## config.mk

```make
export PLATFORM = sky130hd
export DESIGN_NAME = counter_summer
export DESIGN_NICKNAME = d
export VERILOG_FILES = /design/src/rtl/counter_summer_pkg.sv /design/src/rtl/counter_summer_up_counter.sv /design/src/rtl/counter_summer.sv
export SDC_FILE = /design/constraint.sdc
export NUM_CORES = 1
export LEC_CHECK = 0
export CELL_PAD_IN_SITES_DETAIL_PLACEMENT = 1
export CELL_PAD_IN_SITES_GLOBAL_PLACEMENT = 1
export CORE_AREA = 2 2 60 62
export DETAILED_ROUTE_END_ITERATION = 10
export DIE_AREA = 0 0 62 64
export HOLD_SLACK_MARGIN = 0.15
export PLACE_DENSITY = 0.7
export SKIP_LAST_GASP = 1
export SLEW_MARGIN = 0
export SYNTH_ARGS = -nofsm -noshare
export SYNTH_HDL_FRONTEND = slang
export SYNTH_SLANG_ARGS = --single-unit
```

## constraint.sdc

```tcl
create_clock -name clk -period 5 [get_ports clk]
set_clock_uncertainty 0.1 [all_clocks]
set_input_delay 0.5 -clock clk [delete_from_list [all_inputs] [get_ports clk]]
set_output_delay 0.5 -clock clk [all_outputs]
set_load 0.05 [all_outputs]
```

## src/rtl/counter_summer_pkg.sv

```systemverilog
// +------------------------------------------------------------------+
// | counter_summer_pkg: shared state type and default widths.        |
// | Rev 1.0                                                          |
// +------------------------------------------------------------------+
`default_nettype none

package counter_summer_pkg;

  localparam int CNT_W_DEF = 4;
  localparam int SUM_W_DEF = 8;

  typedef enum logic [1:0] {
    ST_IDLE = 2'd0,
    ST_RUN  = 2'd1,
    ST_DONE = 2'd2
  } state_e;

endpackage

`default_nettype wire

```

## src/rtl/counter_summer_up_counter.sv

```systemverilog
// +------------------------------------------------------------------+
// | up_counter: CNT_W-bit synchronous counter, one D flop per bit.   |
// | Rev 1.0                                                          |
// +------------------------------------------------------------------+
`default_nettype none

module up_counter
  import counter_summer_pkg::*;
#(
  parameter int CNT_W = CNT_W_DEF
) (
  input  logic             clk,
  input  logic             rst_n,
  input  logic             clr,
  input  logic             en,
  output logic [CNT_W-1:0] value
);

  logic [CNT_W-1:0] value_d;
  logic [CNT_W-1:0] incr;

  assign incr = value + CNT_W'(1);

  // clr dominates en so the parent can restart while a run is stepping
  always_comb begin
    value_d = value;
    if (clr) begin
      value_d = '0;
    end else if (en) begin
      value_d = incr;
    end
  end

  for (genvar i = 0; i < CNT_W; i++) begin : g_bit
    logic bit_q;

    always_ff @(posedge clk) begin
      if (!rst_n) begin
        bit_q <= 1'b0;
      end else begin
        bit_q <= value_d[i];
      end
    end

    assign value[i] = bit_q;
  end

endmodule

`default_nettype wire

```

## src/rtl/counter_summer.sv

```systemverilog
// +------------------------------------------------------------------+
// | counter_summer: counts 0..limit and returns the running sum.     |
// | Rev 1.0                                                          |
// +------------------------------------------------------------------+
`default_nettype none

module counter_summer
  import counter_summer_pkg::*;
#(
  parameter int CNT_W = CNT_W_DEF,
  parameter int SUM_W = 2 * CNT_W
) (
  input  logic             clk,
  input  logic             rst_n,
  input  logic             start,
  input  logic [CNT_W-1:0] limit,
  input  logic             ack,
  output logic             busy,
  output logic             done,
  output logic [CNT_W-1:0] count,
  output logic [SUM_W-1:0] sum
);

  state_e           state_q;
  logic [CNT_W-1:0] lim_q;
  logic [SUM_W-1:0] sum_q;
  logic [SUM_W-1:0] sum_d;
  logic             busy_q;
  logic             done_q;
  logic             cnt_clr;
  logic             cnt_en;
  logic             at_limit;

  assign at_limit = (count == lim_q);
  assign sum_d    = sum_q + SUM_W'(count);

  // Counter control follows the current state; every accepted start or ack clears it
  always_comb begin
    cnt_clr = 1'b0;
    cnt_en  = 1'b0;
    case (state_q)
      ST_IDLE: cnt_clr = 1'b1;
      ST_RUN:  cnt_en  = !at_limit;
      ST_DONE: cnt_clr = start | ack;
      default: cnt_clr = 1'b1;
    endcase
  end

  up_counter #(
    .CNT_W (CNT_W)
  ) u_up_counter (
    .clk   (clk),
    .rst_n (rst_n),
    .clr   (cnt_clr),
    .en    (cnt_en),
    .value (count)
  );

  always_ff @(posedge clk) begin
    if (!rst_n) begin
      state_q <= ST_IDLE;
      lim_q   <= '0;
      sum_q   <= '0;
      busy_q  <= 1'b0;
      done_q  <= 1'b0;
    end else begin
      case (state_q)
        ST_IDLE: begin
          sum_q <= '0;
          if (start) begin
            state_q <= ST_RUN;
            lim_q   <= limit;
            busy_q  <= 1'b1;
            done_q  <= 1'b0;
          end
        end
        ST_RUN: begin
          sum_q <= sum_d;
          if (at_limit) begin
            state_q <= ST_DONE;
            busy_q  <= 1'b0;
            done_q  <= 1'b1;
          end
        end
        ST_DONE: begin
          if (start) begin
            state_q <= ST_RUN;
            lim_q   <= limit;
            sum_q   <= '0;
            busy_q  <= 1'b1;
            done_q  <= 1'b0;
          end else if (ack) begin
            state_q <= ST_IDLE;
            sum_q   <= '0;
            done_q  <= 1'b0;
          end
        end
        default: begin
          state_q <= ST_IDLE;
          sum_q   <= '0;
          busy_q  <= 1'b0;
          done_q  <= 1'b0;
        end
      endcase
    end
  end

  assign busy = busy_q;
  assign done = done_q;
  assign sum  = sum_q;

endmodule

`default_nettype wire

```

---- Word level (Yosys, flattened, before mapping) ----
Cells that the tools add are included.
word-level totals
  bits in registers ....................... 20
  bits of input ports ..................... 8
  output and inout bits ................... 14
  word-level logic and storage cells ...... 45
operators by class
  $add $sub $neg .......................... 2
  equality and inequality tests ........... 7
  multiplexer cells ....................... 18
  bitwise operators ....................... 2
  reduce and logical (&&, ||, !) cells .... 7
operator list
  operator                                              count
  2-to-1 mux 8 bit                                      2
  case mux 8 bit (2 select lines)                       1
  adder 8 x 4 -> 8 bit                                  1
  2-to-1 mux 2 bit                                      4
  2-to-1 mux 1 bit                                      7
  case mux 2 bit (3 select lines)                       1
  adder 4 x 1 -> 4 bit (second input constant)          1
  equality test 4 bit                                   1
  != test 2 bit (second input constant)                 2
  case mux 1 bit (2 select lines)                       2
  AND reduction 2 bit                                   2
  OR reduction 2 bit                                    2
  != test 3 bit (second input constant)                 1
  case mux 1 bit (3 select lines)                       1
  AND reduction 3 bit                                   1
  equality test 2 x 1 -> 1 bit (second input constant)  1
  equality test 2 bit (second input constant)           1
  zero test 2 bit                                       1
  != test 2 x 1 -> 1 bit (second input constant)        1
  zero test 1 bit                                       1
  inverter 1 bit                                        1
  OR 1 bit                                              1

---- Depth between registers and ports, before layout ----
Gate-level depths: netlist of run 1.
  depth in word-level cells ............... 4
  gate-level depth with buffers ........... 6
  gate-level depth less buffers ........... 6

---- Cells and area by module ----
Synthesis of run 1 repeated with hierarchy kept, for this count alone.
unflattened totals
  cells, all modules ...................... 106
  area total of the unflattened synthesis .. 1029.7 um2
modules (own cells, without submodules)
  module          instances  cells an instance  area each (um2)  sequential area each (um2)
  counter_summer  1          85                 818.3            300.3
  up_counter      1          21                 211.5            80.1

---- Least setup slack after synthesis of run 1 ----
No wires, ideal clock.
  kind .................................... flip-flop to flip-flop
  start point ............................. register sum_q[0], in the netlist sum[0]
  end point ............................... register sum_q[6], in the netlist sum[6]
  arrival time ............................ 1.725 ns
  data required time ...................... 4.776 ns
  path slack .............................. 3.051 ns
  cell stages (with the launch flop) ...... 7
  path buffers ............................ 0
  clock period less this slack ............ 1.949 ns
  path through ............................ dfxtp_1 > ha_1 > fa_1 > a21o_1 > a21oi_1 > or4_1 > nand3_1
on the way
  longest elaborated chain between the ends .. 2
ends and longest elaborated chain
  item                             RTL line              source
  start, declared                  counter_summer.sv:26  logic [SUM_W-1:0] sum_q;
  start signal, assigned           counter_summer.sv:78  sum_q <= sum_d;
  adder 8 x 4 -> 8 bit             counter_summer.sv:35  assign sum_d = sum_q + SUM_W'(count);
  case mux 8 bit (2 select lines)  counter_summer.sv:67  case (state_q)
Every way passes these cells.
A chain may end at the register's enable or synchronous reset.

---- Worst setup path after layout of run 1 ----
  start point ............................. register u_up_counter.g_bit[1].bit_q
  end point ............................... output count[1]
RTL lines
  item                    RTL line                         source
  start, declared         counter_summer_up_counter.sv:35  logic bit_q;
  start signal, assigned  counter_summer_up_counter.sv:41  bit_q <= value_d[i];
  end, declared           counter_summer.sv:20             output logic [CNT_W-1:0] count,
No word-level cell between the ends.

==> Flow_metrics.wiki, run 1 <==
{| class="wikitable"
! Metric !! Value
|-
| Clock period minus final worst setup slack || 2.28 ns
|-
| Post-synth net total || 121
|-
| Chain of cells forming the critical path || clkdlybuf4s50_1
|-
| Antenna viol nets, final || 0
|-
| Number of buffers created by CTS || 3
|-
| Worst path slowest cell || sky130_fd_sc_hd__clkdlybuf4s50_1
|-
| Clk sink count || 19
|-
| Met2 Track Usage GR || 0.229
|-
| Run status || finished clean
|-
| Die span in x || 62 µm
|-
| Fraction of final layout cells with drive strength greater than 1 || 0.0556
|-
| Clock root cell || sky130_fd_sc_hd__clkbuf_4
|-
| IR drop worst, VDD || 0.0000974 V
|-
| Count of flip-flops with a built-in enable after synthesis || 0
|-
| Most heavily used metal layer in global routing || met2
|-
| Fraction of synthesis flops using an asynchronous set or reset pin || 0
|-
| Synth top area cells || sky130_fd_sc_hd__dfxtp_1 37%, sky130_fd_sc_hd__ha_1 6.1%, sky130_fd_sc_hd__mux2i_1 4.9%, sky130_fd_sc_hd__nor2b_1 4.9%, sky130_fd_sc_hd__xnor2_1 4.3%
|-
| Worst-skew pair later-pin latency || 0.29 ns
|-
| Final max-slew violation count || 0
|-
| Maximum level of the CTS H-tree || 1
|-
| FF-to-FF Start || u_up_counter.g_bit[0].bit_q
|-
| Detailed-router iteration count before antenna repair || 4
|-
| Synthesis-to-layout area growth || 25.2%
|-
| Arrival time at the worst endpoint || roughly 1.7 ns
|-
| Sum of net half-perimeters after detailed placement || around 1800 µm
|-
| Layout fillers || around 400
|-
| Vias in the first global route || ~880
|-
| Detail-routed via count per cell || 4.80
|-
| Starting DRC count in detailed routing || 14
|-
| Global-route wire length before repair || 4030 µm
|-
| Max Clock Freq || 438 MHz
|-
| Clock-pin slew on the worst setup and hold paths || 0.11 ns
|-
| Part of the cycle the worst path needs || 0.456
|-
| Total DRC errors in the routed layout || 0
|-
| Leak || about 0.47 nW
|-
| Count of antenna diodes in the layout || 0
|-
| Worst setup path class || reg -> out
|-
| Count leader, synth || sky130_fd_sc_hd__dfxtp_1
|-
| Final setup violation count || 0
|-
| Predominant post-synthesis flop cell || sky130_fd_sc_hd__dfxtp_1
|-
| Class of the most critical hold timing path || reg -> reg
|-
| Slew Limit Headroom || 0.582
|-
| Maximum fanout along the worst path || 7
|-
| Detail-routed net length per standard cell || 13.7 µm
|-
| Simple-gate area share of the yosys netlist || 0.201
|-
| Pre-CTS WS || between 2 and 3 ns
|-
| # resized after CTS || 0
|-
| Fraction of the mapped netlist area in compound gates || 0.169
|-
| Clock buffer depth || 2
|-
| Leading post-synthesis cells by instance count || 19 x sky130_fd_sc_hd__dfxtp_1, 8 x sky130_fd_sc_hd__nor2b_1, 7 x sky130_fd_sc_hd__a21oi_1, 6 x sky130_fd_sc_hd__nand2_1
|-
| Routed via count || 826
|-
| Fin. Hold Viols || 0
|-
| NumNets Final || 141
|-
| Initial antenna violation count || 0
|-
| Post-Synth XOR/XNOR Area || 0.0601
|-
| Met1 global-route usage || 0.168
|-
| Met3 global-route usage || 0.0324
|-
| Number of storage elements in the synthesis netlist || 19
|-
| Area leader, netlist || sky130_fd_sc_hd__dfxtp_1
|-
| Remaining global-route overflow || 0
|-
| Largest net degree at the start of global routing || 14
|-
| Top Family by Delay on Critical Path || buffers and inverters
|-
| DIE HEIGHT || 64 µm
|-
| Number of library cell types mapped by synthesis || 33
|-
| # IOs || 22
|-
| Unrepaired setup endpoints after global routing || no
|-
| Post-synthesis share of cell area spent on full adders, half adders and majority gates || 0.0810
|-
| # hold bufs at CTS || 0
|-
| Core area || around 3300 µm²
|-
| Overall Global Routing Usage || 0.137
|-
| Post-CTS Setup Repair Bufs || 0
|-
| Area fraction of the dominant cell type after synthesis || 0.373
|-
| Setup TNS || 0 ns
|-
| Max-cap violation count || 0
|-
| Origin of the worst min-delay path || sum[5]
|-
| Number of buffers inserted by port buffering || 21
|-
| Multiplexer fraction of the synthesized cell area || 0.0601
|-
| Average instance area after synthesis || 9.53 µm²
|-
| Measured slew at the worst slew-check pin || approximately 0.63 ns
|-
| Synth Warn # || 0
|-
| Kind of end point of the critical path || output port
|-
| Floorplan row count || 21
|-
| Combinational family with the most area after synthesis || simple AND/OR/NAND/NOR gates
|-
| Post-synthesis instance area || 1020 µm²
|-
| Die ar. || a little under 4000 µm²
|-
| Post-route setup slack || 2.72 ns
|-
| Pwr per Cell Area || 218 nW/µm²
|-
| Data required, critical path || 4.40 ns
|-
| Largest incremental delay on the critical path || around 0.87 ns
|-
| Total Power || roughly 0.28 mW
|-
| Initial core utilization || 0.310
|-
| Gate count after technology mapping || 107
|-
| CTS tree || yes
|-
| First element of the critical path || u_up_counter.g_bit[1].bit_q
|-
| Final RePlAce weighted congestion || 0.756
|-
| Critical path buffer and inverter count || 1
|-
| Type of element launching the critical path || flop
|-
| Seq/Total Area, Yosys || 0.373
|-
| Aggregate routed wire length || 2360 µm
|}
==> per-layer routing <==
layer / vias up / wire length [µm] / share of wire
met5: - / 0 / 0
met4: 0 / 19 / 0.0081
met3: 2 / 89 / 0.038
met2: 16 / 1170 / 0.50
met1: 395 / 1080 / 0.46
li1: 413 / - / -
==> sequential cells by signal (all words and copies together), names as in the netlist <==
| register | flops |
|---|---|
| u_up_counter.g_bit.bit_q | 4 |
| sum | 8 |
| lim_q | 4 |
| state_q | 2 |
| busy | 1 |
==> placed cells by master (no fill, tap or decap), types with 3 or more instances in the layout <==
master,n
sky130_fd_sc_hd__inv_1,5
sky130_fd_sc_hd__xnor2_1,5
sky130_fd_sc_hd__clkbuf_4,3
sky130_fd_sc_hd__o21ai_0,4
sky130_fd_sc_hd__a21oi_1,7
sky130_fd_sc_hd__clkdlybuf4s50_1,21
sky130_fd_sc_hd__ha_1,5
sky130_fd_sc_hd__nor2b_1,8
sky130_fd_sc_hd__dfxtp_1,19
sky130_fd_sc_hd__a22oi_1,3
sky130_fd_sc_hd__nand2_1,6
sky130_fd_sc_hd__nor2_1,5
sky130_fd_sc_hd__mux2i_1,5
==> report_power, final <==
group / total (mW) / leakage (nW) / internal, mW / switching, mW
combinational: 0.0394 / 0.305 / 0.0181 / 0.0214
clock: 0.0792 / 0.0150 / 0.0310 / 0.0481
sequential: 0.159 / 0.154 / 0.156 / 0.00383
total: 0.278 / 0.474 / 0.205 / 0.0733
==> metrics by stage <==
stage	instances	instance area [µm²]	utilization	hold WS, ns
3_5_place_dp	168	1250	0.381	0.402
3_3_place_gp	168	1250	0.381	0.397
5_1_grt	172	1280	0.389	0.464
2_1_floorplan	107	1020	-	0.386
6_report	172	1280	0.389	0.422
4_1_cts	172	1280	0.389	0.431
==> final cells by class <==
| type | instances | area (µm²) | area share |
|---|---|---|---|
| inverter | 5 | 18.8 | 0.0147 |
| timing repair buffer | 21 | 210 | 0.165 |
| multi-input combinational | 77 | 583 | 0.457 |
| sequential | 19 | 380 | 0.298 |
| clock buffer | 4 | 26.3 | 0.0206 |
| tap | 46 | 57.6 | 0.0451 |
==> kinds of logic after synthesis <==
| group | Yosys count |
|---|---|
| simple gates | 34 |
| compound gates | 24 |
| flops | 19 |
| buf+inv | 11 |
| xor+xnor | 7 |
| mux | 6 |
| fa+ha+maj | 6 |
==> worst paths after layout <==
| check | endpoint | slack (ns) | cells after the start |
|---|---|---|---|
| worst max register to register | sum[6] | 3.08 | 6 |
| worst min-delay path | sum[5] | 0.42 | 2 |
| worst max-delay path | count[1] | 2.72 | 1 |
| worst min register to register | sum[5] | 0.42 | 2 |
Power figures use the tool's default switching activity.
==> run 2, diff against run 1 <==
--- a/config.mk
+++ b/config.mk
@@ -11,7 +11,7 @@
 export DETAILED_ROUTE_END_ITERATION = 10
 export DIE_AREA = 0 0 62 64
 export HOLD_SLACK_MARGIN = 0.15
-export PLACE_DENSITY = 0.7
+export PLACE_DENSITY = 0.73
 export SKIP_LAST_GASP = 1
 export SLEW_MARGIN = 0
 export SYNTH_ARGS = -nofsm -noshare
==> constraint.sdc (replaced) <==
create_clock -name clk -period 1.9 [get_ports clk]
set_clock_uncertainty 0.1 [all_clocks]
set_input_delay 0.19 -clock clk [delete_from_list [all_inputs] [get_ports clk]]
set_output_delay 0.19 -clock clk [all_outputs]
set_load 0.05 [all_outputs]
==> Flow_metrics.wiki, run 2 (synthesis gave the netlist of run 1 again) <==
{| class="wikitable"
! Metric !! Value
|-
| Run status || finished clean
|-
| Clock period minus final worst setup slack || ~1.8 ns
|-
| Synthesis-to-layout area growth || 29.1%
|-
| Maximum level of the CTS H-tree || 1
|-
| Most used cells in the layout excluding fill and tap cells || 18 x sky130_fd_sc_hd__dfxtp_1, 14 x sky130_fd_sc_hd__clkdlybuf4s50_1, 9 x sky130_fd_sc_hd__buf_4
|-
| Die span in x || between 60 and 70 µm
|-
| Largest net degree at the start of global routing || 12
|-
| Kind of end point of the critical path || output port
|-
| Slew Limit Headroom || 0.662
|-
| Initial antenna violation count || 0
|-
| Final RePlAce weighted congestion || 0.729
|-
| Fin. Hold Viols || 0
|-
| Detail-routed via count per cell || roughly 4.8
|-
| Detail-routed net length per standard cell || around 14 µm
|-
| Clock root cell || sky130_fd_sc_hd__clkbuf_4
|-
| Routed via count || between 800 and 900
|-
| Count of antenna diodes in the layout || 0
|-
| Clock-pin slew on the worst setup and hold paths || 0.11 ns
|-
| Clk sink count || 19
|-
| Aggregate routed wire length || 2560 µm
|-
| Total DRC errors in the routed layout || 0
|-
| Unrepaired setup endpoints after global routing || yes
|-
| Final max-slew violation count || 0
|-
| Most frequent standard cell in the layout excluding fill and tap cells || sky130_fd_sc_hd__dfxtp_1
|-
| Leak || 0.553 nW
|-
| Class of the most critical hold timing path || reg -> reg
|-
| Largest incremental delay on the critical path || 0.83 ns
|-
| Top Family by Delay on Critical Path || buffers and inverters
|-
| Worst path slowest cell || sky130_fd_sc_hd__clkdlybuf4s50_1
|-
| Fraction of final layout cells with drive strength greater than 1 || 0.145
|-
| IR drop worst, VDD || 0.000343 V
|-
| Number of flip-flops under the largest register name || 8
|-
| Initial core utilization || 0.310
|-
| Number of buffers inserted by port buffering || 21
|-
| Global-route wire length before repair || 4130 µm
|-
| Clock buffer depth || 2
|-
| Maximum fanout along the worst path || 5
|-
| Type of element launching the critical path || flop
|-
| Final design instance area without fill || 1320 µm²
|-
| Die ar. || 3970 µm²
|-
| # IOs || 22
|-
| Critical path buffer and inverter count || 1
|-
| Remaining global-route overflow || 0
|-
| Core area || between 3000 and 4000 µm²
|-
| Arrival time at the worst endpoint || roughly 1.5 ns
|-
| Antenna viol nets, final || 0
|-
| Worst-skew pair later-pin latency || 0.30 ns
|-
| Max Clock Freq || 552 MHz
|-
| Floorplan row count || 21
|-
| Overall Global Routing Usage || 0.139
|-
| Data required, critical path || 1.61 ns
|-
| DIE HEIGHT || approximately 64 µm
|-
| Starting DRC count in detailed routing || 17
|-
| Pwr per Cell Area || 561 nW/µm²
|-
| Measured slew at the worst slew-check pin || 0.506 ns
|-
| Chain of cells forming the critical path || clkdlybuf4s50_1
|-
| Detailed-router iteration count before antenna repair || 4
|-
| Post-DP Area || 1280 µm²
|-
| NumNets Final || ~150
|-
| Vias in the first global route || 945
|-
| Part of the cycle the worst path needs || 0.954
|-
| Post-CTS Setup Repair Bufs || 0
|-
| Sum of net half-perimeters after detailed placement || 2030 µm
|-
| Number of buffers created by CTS || 3
|-
| Share of the core filled with cells in the final layout || 0.401
|-
| Max-cap violation count || 0
|-
| Worst setup path class || reg -> out
|-
| CTS tree || yes
|-
| Final setup violation count || 0
|}
-- run 2: changes by cell type in the layout (fill, tap and decap cells not counted), sizes merged --
cell	previous run	this run
buf	0	9
clkdlybuf4s50	21	14
dlymetal6s2s	0	2
clkbuf	4	3
clkinv	0	1
dlygate4sd2	0	1
-- run 2: what timing repair did --
item | CTS | global route
gates resized for setup | 1 | 3
hold buffers | 0 | 0
setup endpoints to repair | 1 | 6
pin swaps | 0 | 0
-- run 2: per-layer routing --
layer | GRT usage | wire length (µm)
met1 | 0.153 | 1050
met2 | 0.251 | 1360
met3 | 0.0385 | 118
met4 | 0.0372 | 29
met5 | 0 | 0
-- run 2: final cells by class --
class	count	area [µm²]
clock buffer	3	22.5
fill	404	1970
inverter	5	18.8
sequential	19	382
multi-input combinational	77	589
clock inverter	1	5.00
timing repair buffer	26	241
tap	46	57.6
-- run 2: path summary, 6_finish.rpt --
kind                                                   from      to  slack (ns)  cells past startpoint
worst max-delay path                                 sum[4]  sum[4]        0.09                      1
worst min register to register                       sum[3]  sum[3]        0.40                      2
worst max register to register  u_up_counter.g_bit[3].bit_q  sum[7]        0.09                      5
worst min-delay path                                 sum[3]  sum[3]        0.40                      2
-- run 2: worst min-delay path: cells and delay by family (launching register included) --
kind	cells	cell delay, ns
and+or+nand+nor	1	0.05
DFF	1	0.34
AOI/OAI and AO/OA	1	0.06
-- run 2: metrics by stage --
stage	worst slack [ns]	cells	power, mW	setup TNS [ns]	hold WS [ns]
after floorplan	0.0190	107	0.497	0	0.260
after global placement	0.150	173	0.538	0	0.372
after detailed placement	0.0834	173	0.542	0	0.388
after CTS	0.0469	177	0.757	0	0.410
after global routing	-0.0224	177	0.786	-0.0402	0.416
final	0.0868	177	0.739	0	0.397
-- run 2: power by group --
part / switching, mW / total [mW] / leakage (nW) / internal (mW)
Clock: 0.129 / 0.207 / 0.0177 / 0.0784
Combinational: 0.0598 / 0.113 / 0.380 / 0.0529
Sequential: 0.00947 / 0.419 / 0.155 / 0.410
